$ cat src/rtl/division_if.sv
// Operand/result handshake bundle for the sequential divider.
// valid/ready: a transfer happens on a rising edge where both valid and ready are high; valid holds with stable payload until then.
interface division_if #(
  parameter int WIDTH = 8
);
  logic                 in_valid;
  logic                 in_ready;
  logic [2*WIDTH-1:0]   dividend;
  logic [WIDTH-1:0]     divisor;
  logic                 out_valid;
  logic                 out_ready;
  logic [2*WIDTH-1:0]   quotient;
  logic [WIDTH-1:0]     remainder;
  logic                 div_by_zero;

  modport master (
    output in_valid, dividend, divisor, out_ready,
    input  in_ready, out_valid, quotient, remainder, div_by_zero
  );

  modport slave (
    input  in_valid, dividend, divisor, out_ready,
    output in_ready, out_valid, quotient, remainder, div_by_zero
  );
endinterface

$ cat src/rtl/division.sv
// Restoring shift-subtract unsigned divider: 2*WIDTH-bit dividend by WIDTH-bit divisor,
// one quotient bit per clock, valid/ready on both sides.
module division #(
  parameter int WIDTH = 8
) (
  input  logic        clk,
  input  logic        rst_n,
  division_if.slave   bus,
  output logic [1:0]  state_o
);
  localparam int DW = 2 * WIDTH;
  localparam int CW = $clog2(DW);

  localparam logic [1:0] IDLE = 2'd0;
  localparam logic [1:0] BUSY = 2'd1;
  localparam logic [1:0] DONE = 2'd2;

  logic [1:0]       state_q, state_d;
  logic [DW-1:0]    dvd_q, dvd_d;
  logic [WIDTH-1:0] dvs_q, dvs_d;
  logic [WIDTH-1:0] pr_q, pr_d;
  logic [CW-1:0]    cnt_q, cnt_d;
  logic [DW-1:0]    quo_q, quo_d;
  logic [WIDTH-1:0] rem_q, rem_d;
  logic             dbz_q, dbz_d;

  logic [WIDTH:0]   pr_shift;
  logic             fits;
  logic [WIDTH-1:0] pr_sub;

  // The compare is WIDTH+1 bits; after a restoring step the partial remainder always
  // fits in WIDTH bits (for a zero divisor only the low bits matter), so only those are stored.
  assign pr_shift = {pr_q, dvd_q[DW-1]};
  assign fits     = pr_shift >= {1'b0, dvs_q};
  assign pr_sub   = fits ? WIDTH'(pr_shift - {1'b0, dvs_q}) : pr_shift[WIDTH-1:0];

  always_comb begin
    state_d = state_q;
    dvd_d   = dvd_q;
    dvs_d   = dvs_q;
    pr_d    = pr_q;
    cnt_d   = cnt_q;
    quo_d   = quo_q;
    rem_d   = rem_q;
    dbz_d   = dbz_q;
    case (state_q)
      IDLE: begin
        if (bus.in_valid) begin
          dvd_d   = bus.dividend;
          dvs_d   = bus.divisor;
          pr_d    = '0;
          cnt_d   = CW'(DW - 1);
          state_d = BUSY;
        end
      end
      BUSY: begin
        // Quotient bits enter the dividend register from the LSB as dividend bits leave the MSB.
        dvd_d = {dvd_q[DW-2:0], fits};
        pr_d  = pr_sub;
        if (cnt_q == '0) begin
          quo_d   = {dvd_q[DW-2:0], fits};
          rem_d   = pr_sub;
          dbz_d   = (dvs_q == '0);
          state_d = DONE;
        end else begin
          cnt_d = cnt_q - 1'b1;
        end
      end
      DONE: begin
        if (bus.out_ready) state_d = IDLE;
      end
      default: state_d = IDLE;
    endcase
  end

  always_ff @(posedge clk or negedge rst_n) begin
    if (!rst_n) begin
      state_q <= IDLE;
      dvd_q   <= '0;
      dvs_q   <= '0;
      pr_q    <= '0;
      cnt_q   <= '0;
      quo_q   <= '0;
      rem_q   <= '0;
      dbz_q   <= 1'b0;
    end else begin
      state_q <= state_d;
      dvd_q   <= dvd_d;
      dvs_q   <= dvs_d;
      pr_q    <= pr_d;
      cnt_q   <= cnt_d;
      quo_q   <= quo_d;
      rem_q   <= rem_d;
      dbz_q   <= dbz_d;
    end
  end

  assign bus.in_ready    = (state_q == IDLE);
  assign bus.out_valid   = (state_q == DONE);
  assign bus.quotient    = quo_q;
  assign bus.remainder   = rem_q;
  assign bus.div_by_zero = dbz_q;
  assign state_o         = state_q;
endmodule
$ cat src/flat_wrapper.sv
// flat-port wrapper written by rule: the top's interface ports become plain ports
module division_flat 
#(
  parameter int WIDTH = 8
)
  (clk, rst_n, state_o, bus_in_valid, bus_dividend, bus_divisor, bus_out_ready, bus_in_ready, bus_out_valid, bus_quotient, bus_remainder, bus_div_by_zero);
  division_if #(.WIDTH(WIDTH)) bus_i ();
  input  logic clk;
  input  logic rst_n;
  output logic [1:0] state_o;
  input wire logic [$bits(bus_i.in_valid)-1:0] bus_in_valid;
  input wire logic [$bits(bus_i.dividend)-1:0] bus_dividend;
  input wire logic [$bits(bus_i.divisor)-1:0] bus_divisor;
  input wire logic [$bits(bus_i.out_ready)-1:0] bus_out_ready;
  output wire logic [$bits(bus_i.in_ready)-1:0] bus_in_ready;
  output wire logic [$bits(bus_i.out_valid)-1:0] bus_out_valid;
  output wire logic [$bits(bus_i.quotient)-1:0] bus_quotient;
  output wire logic [$bits(bus_i.remainder)-1:0] bus_remainder;
  output wire logic [$bits(bus_i.div_by_zero)-1:0] bus_div_by_zero;
  assign bus_i.in_valid = bus_in_valid;
  assign bus_i.dividend = bus_dividend;
  assign bus_i.divisor = bus_divisor;
  assign bus_i.out_ready = bus_out_ready;
  assign bus_in_ready = bus_i.in_ready;
  assign bus_out_valid = bus_i.out_valid;
  assign bus_quotient = bus_i.quotient;
  assign bus_remainder = bus_i.remainder;
  assign bus_div_by_zero = bus_i.div_by_zero;
  division #(.WIDTH(WIDTH)) u_core (.clk(clk), .rst_n(rst_n), .bus(bus_i), .state_o(state_o));
endmodule
$ cat config.mk
export PLATFORM = sky130hd
export DESIGN_NAME = division_flat
export DESIGN_NICKNAME = d
export VERILOG_FILES = /design/src/rtl/division_if.sv /design/src/rtl/division.sv /design/src/flat_wrapper.sv
export SDC_FILE = /design/constraint.sdc
export NUM_CORES = 1
export LEC_CHECK = 0
export ABC_AREA = 1
export CAP_MARGIN = 15
export CORE_MARGIN = 5
export CORE_UTILIZATION = 47
export CTS_CLUSTER_DIAMETER = 60
export CTS_CLUSTER_SIZE = 12
export DETAILED_ROUTE_END_ITERATION = 16
export MAX_ROUTING_LAYER = met4
export PLACE_DENSITY = 0.76
export SLEW_MARGIN = 30
export SYNTH_ARGS = -nofsm -noshare
export SYNTH_HDL_FRONTEND = slang
export SYNTH_SLANG_ARGS = --single-unit
$ cat constraint.sdc
create_clock -name clk -period 1.52 [get_ports clk]
set_input_delay 0.152 -clock clk [delete_from_list [all_inputs] [get_ports clk]]
set_output_delay 0.152 -clock clk [all_outputs]
set_load 0.03 [all_outputs]
* Yosys cells after proc, flatten, opt, wreduce, memory -nomap -nowiden *
Index checks and enable logic that the tools add are counted.

word-level totals
  bits in registers = 63
  input port bits = 28
  output and inout bits = 29
  word-level logic and storage cells = 38

operators by class
  $add $sub $neg = 2
  order comparisons = 1
  eq/ne operators = 6
  muxes and demuxes = 12
  reduce and logical (&&, ||, !) cells = 9

operators with widths
  cell                   number
  $pmux W16 S2           1
  $mux W16               1
  $mux W8                2
  $pmux W8 S2            1
  $ge A9 B8 Y1           1
  $logic_not A8 Y1       1
  $mux W4                2
  $pmux W4 S2            1
  $sub A8 B8 Y8          1
  $mux W2                3
  $ne A2 B2 Y1 const B   3
  $pmux W2 S3            1
  $reduce_and A2 Y1      3
  $reduce_and A3 Y1      2
  $logic_not A4 Y1       1
  $sub A4 B1 Y4 const B  1
  $eq A2 B1 Y1 const B   1
  $eq A2 B2 Y1 const B   1
  $logic_not A2 Y1       1
  $ne A2 B1 Y1 const B   1
  $reduce_bool A2 Y1     1

* Depth between registers and ports, before layout *
Gate-level depths: netlist of the first run.

  word-level depth = 3
  gate-level depth with buffers = 13
  mapped depth without buffers = 13

* Least setup slack after synthesis of the first run *
OpenSTA, ideal clock, no wires.

  path type = register to register
  start point = register u_core.pr_q[5]
  end point = register u_core.pr_q[7]
  library setup time = 117 ps
  arrival time = 1,514 ps
  required time = 1,403 ps
  setup slack = -111 ps
  stages on the path, launching flop included = 12
  buffers on the path = 0
  period minus slack after synthesis = 1,631 ps
  path through = dfrtp_1 > ha_1 > nand2_2 > nand2_2 > nand2_2 > nand2_2 > a21oi_4 > nand2_4 > nand2_2 > nand2_2 > nand2_1 > nand2_1

between the ends
  longest elaborated chain between the ends = 3
  elaborated cells between the ends (all ways) = 4
  classes of those cells = add/sub: 1; order compare: 1; mux: 2

ends and longest elaborated chain
  what                                                  RTL line                        source
  from (decl)                                           division.sv:21                  logic [WIDTH-1:0] pr_q, pr_d;
  from (signal assigned)                                division.sv:90                  pr_q <= pr_d;
  $sub A8 B8 Y8 / $ge A9 B8 Y1 (equally long branches)  division.sv:35, division.sv:34
  $mux W8 (*)                                           division.sv:35                  assign pr_sub = fits ? WIDTH'(pr_shift - {1'b0, dvs_q}) : pr_shift[WIDTH-1:0];
  $pmux W8 S2 (*)                                       division.sv:46                  case (state_q)

Mark *: on every way between the ends. The rest lies on a longest branch, timed or not.
A chain may end at the register's enable or synchronous reset.

* Worst setup path in the final report of the first run *
  start point = register u_core.dvs_q[6]
  end point = register u_core.pr_q[2]

between the ends
  longest elaborated chain between the ends = 3

ends and longest elaborated chain
  what                    RTL line        source
  from (decl)             division.sv:20  logic [WIDTH-1:0] dvs_q, dvs_d;
  from (signal assigned)  division.sv:89  dvs_q <= dvs_d;
  $ge A9 B8 Y1            division.sv:34  assign fits = pr_shift >= {1'b0, dvs_q};
  $mux W8                 division.sv:35
  $pmux W8 S2             division.sv:46

No other way between the ends.

==> out/results.md, run 1 <==
Outcome
• finished, violations left — status
• negative setup slack — violations in the final reports

Synth
• 63 — number of synthesized register bits
• sky130_fd_sc_hd__nand2_1 — most numerous cell in the Yosys netlist
• 50.16% — portion of the post-synthesis area used by sequential elements
• 0% — post-synthesis mux area share
• sky130_fd_sc_hd__nand2_1 (109), sky130_fd_sc_hd__dfrtp_1 (63), sky130_fd_sc_hd__inv_1 (42) — most frequent cells after synthesis
• 3143 um^2 — Cell Area, Synth
• 8.518 um^2 — syn avg cell area
• 407 — syn_nets
• 34 — count of distinct cell types in the synthesized netlist
• 0 — EDFF count, synth
• 100.0% — post-synthesis async set-or-reset flop share
• 0 — Ys Warns
• sky130_fd_sc_hd__dfrtp_1 — biggest area consumer among synthesized cells
• 11.54% — synthesized-area fraction occupied by ao, oa, aoi and oai cells
• 0.8360% — post-synthesis share of cell area spent on xor and xnor gates
• 25.52% — Post-Synth Simple-Gate Area
• 4.220% — Adder-Cell Fraction of Synth Area
• simple AND/OR/NAND/NOR gates — largest family of logic cells by synthesized area
• sky130_fd_sc_hd__dfrtp_1 — predominant post-synthesis flop cell
• 369 — Mapped Cells
• 50.16% — area share of the largest cell type after synthesis
• sky130_fd_sc_hd__dfrtp_1 (50%), sky130_fd_sc_hd__nand2_1 (13%), sky130_fd_sc_hd__inv_1 (5.0%), sky130_fd_sc_hd__o21ai_0 (4.0%), sky130_fd_sc_hd__nand3_1 (3.7%) — top cells by area, synth

Pwr
• 2.304 nW — Pleak
• 0.001098 V — largest voltage drop on the vdd net
• 2740 nW/um^2 — power per standard cell area

Finish
• 46.34% — Area growth syn-to-layout
• 0 — number of antenna repair diodes
• 504 — Layout Nets
• 548 — Final Non-Filler Cells
• 28.87% — share of layout cells above drive strength 1

Detailed routing
• 5.168 — drt via density
• 4 — first-pass detailed-route iteration total
• 0 — remaining number of nets flagged by the antenna check after routing
• 14.84 um — wire per inst
• 8131 um — overall routed net length
• 0 — DRC violation count after routing
• 2,832 — total vias in the final route
• 119 — First DRT Iteration DRCs

Clock network
• 2 — maximum buffer depth of the clock tree
• 350 ps — Worst-Skew Late Latency
• 80 ps — clk slew on worst S/H paths
• sky130_fd_sc_hd__clkbuf_8 — CTS Root Cell
• 3 — number of H-tree levels
• done — CTS tree
• 63 — TritonCTS Sinks
• 9 — total clock buffers created by CTS

Die
• 91.78 um — horizontal extent of the die
• 48.94% — initial cell density of the core
• 29 — number of rows in the core area
• 91.78 um — die outline height
• 8423 um^2 — die footprint
• 57 — number of primary I/O pins
• 6422 um^2 — area of the core

Flow run
• 0 — maxcap violations

Worst setup path
• 4 — worst-path fanout max
• flop to flop — type of the worst setup path
• 1760 ps — required time of the worst setup path
• 1950 ps — worst endpoint data arrival time
• 13 — worst-case reg-to-reg path depth
• flop — endpoint kind of the worst setup timing path
• flop — type of origin of the critical path

Placed design
• 56 — number of port buffers
• 0.8945 — weighted congestion at the end of routability-driven global placement
• 5361 um — detailed-placement wirelength estimate
• 518 — number of placed instances with taps included

Min path
• input port to asynchronous set/reset pin — class of the most critical hold timing path

GRT
• 21.46% — Total Routing Usage GR
• 64 — maximum number of pins on one net before global-route repair
• 0 — initial antenna violation count
• 13,910 um — first-pass GRT wire length
• 0 — global-route congestion overflow total
• 2,939 — via count of the first global-routing pass

Timing
• 11.71 ps — setup clock skew after layout
• -187.0 ps — least setup slack across all paths after layout
• 1707 ps — post-route minimum period
• 352.3 ps — transition at the pin with the smallest max-transition slack
• 585.8 MHz — Fmax achieved
• 76.34% — headroom to the max-slew limit
• true — setup repair after global routing missed its margin
• 112.3% — final clock period utilization by the worst path
• -2511 ps — Setup TNS Final
• 0 — final slew viol count
• 0 — final-report hold violation count
• 18 — count of final setup violators

## flip-flops by register name, indices dropped and copies added, names as in the netlist
register,cells
u_core.dvd_q,16
u_core.cnt_q,4
u_core.dvs_q,8
u_core.bus.quotient,16
u_core.state_o,2
u_core.pr_q,8
u_core.bus.div_by_zero,1
u_core.bus.remainder,8
## critical path, cell delays in order, from the launching register on
cell and delay, ps:
sky130_fd_sc_hd__dfrtp_1 380, sky130_fd_sc_hd__inv_2 70, sky130_fd_sc_hd__ha_4 220, sky130_fd_sc_hd__nand2_2 60
sky130_fd_sc_hd__nand2_2 60, sky130_fd_sc_hd__nand2_2 70, sky130_fd_sc_hd__nand2_2 60, sky130_fd_sc_hd__a21oi_4 200
sky130_fd_sc_hd__buf_12 160, sky130_fd_sc_hd__nand2_8 80, sky130_fd_sc_hd__nand2_4 80, sky130_fd_sc_hd__nand2_2 50
sky130_fd_sc_hd__nand2_1 60, sky130_fd_sc_hd__nand2_1 50
## layout make-up
class,count,area (um^2)
clock buffer,11,141.4
clock inverter,5,56.30
fill,490,1823
inverter,47,177.7
multi-input combinational,249,1658
sequential,63,1578
tap,77,96.34
timing repair buffer,96,892.1
## kinds of logic after synthesis
group | count (synthesis)
flops | 63
fa+ha+maj | 10
xor+xnor | 3
buf+inv | 59
compound gates | 57
simple gates | 177
## what timing repair did
action,4_1_cts,5_1_grt
setup buffers,11,0
hold buffers,1,0
gates cloned,2,0
hold endpoints to repair,63,0
setup endpoints to repair,46,23
gates resized for setup,78,9
pin swaps,22,5
## layout by cell type (no fill, tap or decap), types with 4 or more instances in the layout
cell type and n:
sky130_fd_sc_hd__nor2_1 10, sky130_fd_sc_hd__o21ai_1 7, sky130_fd_sc_hd__a221oi_1 9, sky130_fd_sc_hd__nor3_1 10, sky130_fd_sc_hd__inv_2 10, sky130_fd_sc_hd__clkbuf_8 10
sky130_fd_sc_hd__ha_4 8, sky130_fd_sc_hd__nand2_1 90, sky130_fd_sc_hd__nand2_2 24, sky130_fd_sc_hd__nor2_4 4, sky130_fd_sc_hd__buf_4 30, sky130_fd_sc_hd__nand3_2 9
sky130_fd_sc_hd__o211ai_1 7, sky130_fd_sc_hd__nand2_4 10, sky130_fd_sc_hd__clkdlybuf4s50_1 26, sky130_fd_sc_hd__o21ai_0 25, sky130_fd_sc_hd__buf_6 5, sky130_fd_sc_hd__dlygate4sd2_1 26
sky130_fd_sc_hd__nand3_1 14, sky130_fd_sc_hd__inv_1 36, sky130_fd_sc_hd__dfrtp_1 62, sky130_fd_sc_hd__buf_12 4
## metrics by stage
step | utilization (%) | area [um^2] | setup slack (ps) | hold WS, ps | total power, W
6_report | 71.62 | 4599 | -187.0 | 336.0 | 0.01260
5_1_grt | 71.62 | 4599 | -282.7 | 350.0 | 0.01356
4_1_cts | 71.26 | 4577 | -146.1 | 336.2 | 0.01234
3_5_place_dp | 63.51 | 4079 | -198.6 | 188.5 | 0.009579
3_3_place_gp | 63.51 | 4079 | -166.6 | 181.3 | 0.009367
2_1_floorplan | - | 3246 | -14.75 | -143.6 | 0.007403
## worst paths after layout
check / from / end / slack (ps)
setup reg to reg: u_core.dvs_q[6]$_DFFE_PN0P_ / u_core.pr_q[2]$_DFFE_PN0P_ / -190
max in group asynchronous: rst_n / u_core.pr_q[3]$_DFFE_PN0P_ / 880
hold / removal: rst_n / u_core.bus.quotient[10]$_DFFE_PN0P_ / 340
min in group clk: bus_divisor[0] / u_core.dvs_q[0]$_DFFE_PN0P_ / 340
setup / recovery: u_core.dvs_q[6]$_DFFE_PN0P_ / u_core.pr_q[2]$_DFFE_PN0P_ / -190
hold reg to reg: u_core.bus.quotient[0]$_DFFE_PN0P_ / u_core.bus.quotient[0]$_DFFE_PN0P_ / 470
## power breakdown
group | internal [W] | total (W) | leakage (nW) | switching, W
clock network | 0.000802 | 0.00149 | 0.0997 | 0.000689
registers | 0.00247 | 0.00293 | 0.768 | 0.000454
logic | 0.00342 | 0.00818 | 1.44 | 0.00476
## routing by layer
layer	GRT usage (%)	wire length (um)	vias to the layer above
met5	-	0	-
met4	11.14	234	0
met3	4.010	371	23
met2	34.88	4001	72
met1	25.46	3523	1342
li1	-	-	1395
No activity file was read; power rests on OpenSTA's default activity.
==> inputs of run 2 (changes only) <==
==> constraint.sdc (replaced) <==
create_clock -name clk -period 1.4 [get_ports clk]
set_input_delay 0.14 -clock clk [delete_from_list [all_inputs] [get_ports clk]]
set_output_delay 0.14 -clock clk [all_outputs]
set_load 0.03 [all_outputs]
==> run 2 against run 1 <==
Against the previous run: the flow still finishes with violations (negative setup slack); flip-flop and latch count did not move; register-to-register slack got worse by 160 ps; via count rose by 6.2%; critical endpoint is now u_core.pr_q[5]$_DFFE_PN0P_; largest power group unchanged; highest routed layer unchanged.
==> out/results.md, run 2 (synthesis results as in run 1) <==
Outcome
• finished, violations left — status
• negative setup slack — violations in the final reports

Finish
• 74.62% — fin util
• 514 — Layout Nets
• sky130_fd_sc_hd__nand2_1 — most frequent standard cell in the layout excluding fill and tap cells
• 52.47% — Area growth syn-to-layout
• 449 — fill count
• sky130_fd_sc_hd__nand2_1 (94), sky130_fd_sc_hd__dfrtp_1 (59), sky130_fd_sc_hd__buf_4 (39), sky130_fd_sc_hd__inv_1 (33) — commonest non-fill, non-tap cells in the layout
• 32.02% — share of layout cells above drive strength 1
• 0 — number of antenna repair diodes

Timing
• -348.4 ps — least setup slack across all paths after layout
• 0 — final slew viol count
• 18 — count of final setup violators
• true — setup repair after global routing missed its margin
• 124.9% — final clock period utilization by the worst path
• 1748 ps — post-route minimum period
• 0 — final-report hold violation count
• 340.2 ps — transition at the pin with the smallest max-transition slack
• 13.53 ps — setup clock skew after layout
• 571.9 MHz — Fmax achieved
• 77.32% — headroom to the max-slew limit

Die
• 6422 um^2 — area of the core
• 29 — number of rows in the core area
• 48.94% — initial cell density of the core
• 91.78 um — die outline height
• 57 — number of primary I/O pins
• 8423 um^2 — die footprint
• 91.78 um — horizontal extent of the die

Flow run
• 0 — maxcap violations

Worst setup path
• ha_4, nand2_2, nor2_4, buf_4, nand2_1, nand3_1, nand3_1, nand2_2, nand2_1, nand2_1 — Critical Path, Cell by Cell
• 1680 ps — required time of the worst setup path
• sky130_fd_sc_hd__nand2_1 — Crit path top cell by count
• flop — endpoint kind of the worst setup timing path
• 5 — worst-path fanout max
• sky130_fd_sc_hd__dfrtp_1 — master of the slowest instance on the critical path
• flop — type of origin of the critical path
• flop to flop — type of the worst setup path
• simple AND/OR/NAND/NOR gates — cell class contributing the biggest share of worst-path delay
• 1 — Bufs and invs on worst path
• 450 ps — Worst path max stage delay
• 2030 ps — worst endpoint data arrival time

Min path
• input port to asynchronous set/reset pin — class of the most critical hold timing path

GRT
• 64 — maximum number of pins on one net before global-route repair
• 2,811 — via count of the first global-routing pass
• 21.07% — Total Routing Usage GR
• 0 — initial antenna violation count
• 13,620 um — first-pass GRT wire length
• 0 — global-route congestion overflow total

Placed design
• 56 — number of port buffers
• 5307 um — detailed-placement wirelength estimate
• 0.8765 — weighted congestion at the end of routability-driven global placement
• -266.9 ps — Placement Setup Slack

Pwr
• 22.3% — register share of total power
• 65.2% — Comb pwr share
• 2.384 nW — Pleak
• 12.5% — part of the total power dissipated in the clock network
• 0.006695 W — switching power summed over all nets
• 46.61% — switching share of power
• 2997 nW/um^2 — power per standard cell area
• 0.007668 W — Pint
• 0.001650 V — largest voltage drop on the vdd net

Detailed routing
• 16.23 um — wire per inst
• 9058 um — overall routed net length
• 5.391 — drt via density
• 0 — DRC violation count after routing
• 221 — First DRT Iteration DRCs
• 3,008 — total vias in the final route
• 4 — first-pass detailed-route iteration total
• 0 — remaining number of nets flagged by the antenna check after routing

Clock network
• sky130_fd_sc_hd__clkbuf_8 — CTS Root Cell
• 80 ps — clk slew on worst S/H paths
• 63 — TritonCTS Sinks
• done — CTS tree
• 3 — number of H-tree levels
• 9 — total clock buffers created by CTS
• 2 — maximum buffer depth of the clock tree
• 360 ps — Worst-Skew Late Latency

## run 2: power groups by stage
stage | Combinational (W) | Sequential, W | Clock, W
5_1_grt | 0.0101 | 0.00329 | 0.00192
4_1_cts | 0.00807 | 0.00315 | 0.00180
6_report | 0.00936 | 0.00321 | 0.00179
3_5_place_dp | 0.00737 | 0.00318 | 0
2_1_floorplan | 0.00438 | 0.00376 | 0
3_3_place_gp | 0.00717 | 0.00316 | 0
## run 2: layer usage
layer  global-route usage, %  part of all wire (%)
met1                   26.99                    41
met2                   31.83                    49
met3                   5.810                   6.3
met4                   8.292                   2.7
met5                       -                     0
## run 2: timing repair
item,CTS,global route
gates resized for setup,46,43
buffers inserted,5,9
hold buffers,1,0
setup endpoints to repair,48,45
cloned,4,1
hold endpoints to repair,63,0
pin swaps,7,5
## run 2: final cells by class
| class | instances | area (um^2) | area share (%) |
|---|---|---|---|
| multi-input cells | 250 | 1695 | 35.38 |
| flip-flops and latches | 63 | 1582 | 33.00 |
| repair buffers | 105 | 1017 | 21.23 |
| inverters | 47 | 181.4 | 3.786 |
| clock buffers | 9 | 123.9 | 2.585 |
| clock inverters | 7 | 96.34 | 2.010 |
| well taps | 77 | 96.34 | 2.010 |
## run 2: worst reg2reg max path: stages, from the launching register on
cell,delay [ps]
sky130_fd_sc_hd__dfrtp_1,450
sky130_fd_sc_hd__ha_4,340
sky130_fd_sc_hd__nand2_2,80
sky130_fd_sc_hd__nor2_4,150
sky130_fd_sc_hd__buf_4,160
sky130_fd_sc_hd__nand2_1,60
sky130_fd_sc_hd__nand3_1,90
sky130_fd_sc_hd__nand3_1,100
sky130_fd_sc_hd__nand2_2,110
sky130_fd_sc_hd__nand2_1,70
sky130_fd_sc_hd__nand2_1,70
## run 2: path summary, 6_finish.rpt
path | from | endpoint | slack (ps) | cells after the start
setup reg to reg | u_core.pr_q[4]$_DFFE_PN0P_ | u_core.pr_q[5]$_DFFE_PN0P_ | -350 | 10
max in group asynchronous | rst_n | u_core.pr_q[3]$_DFFE_PN0P_ | 780 | 3
hold reg to reg | u_core.dvs_q[4]$_DFFE_PN0P_ | u_core.bus.div_by_zero$_DFFE_PN0P_ | 470 | 1
hold / removal | rst_n | u_core.bus.quotient[7]$_DFFE_PN0P_ | 320 | 3
setup / recovery | u_core.pr_q[4]$_DFFE_PN0P_ | u_core.pr_q[5]$_DFFE_PN0P_ | -350 | 10
min in group clk | bus_divisor[1] | u_core.dvs_q[1]$_DFFE_PN0P_ | 350 | 3
## run 2: stage by stage
step / TNS [ps] / std cells / hold WS (ps) / total power (W) / instance area (um^2)
6_report: -4840 / 558 / 318.8 / 0.01436 / 4792
5_1_grt: -6578 / 558 / 343.5 / 0.01531 / 4792
4_1_cts: -3433 / 548 / 340.1 / 0.01302 / 4534
3_5_place_dp: -4127 / 522 / 176.0 / 0.01055 / 4140
3_3_place_gp: -3340 / 522 / 177.3 / 0.01033 / 4140
2_1_floorplan: -1981 / 369 / -155.6 / 0.008140 / 3269
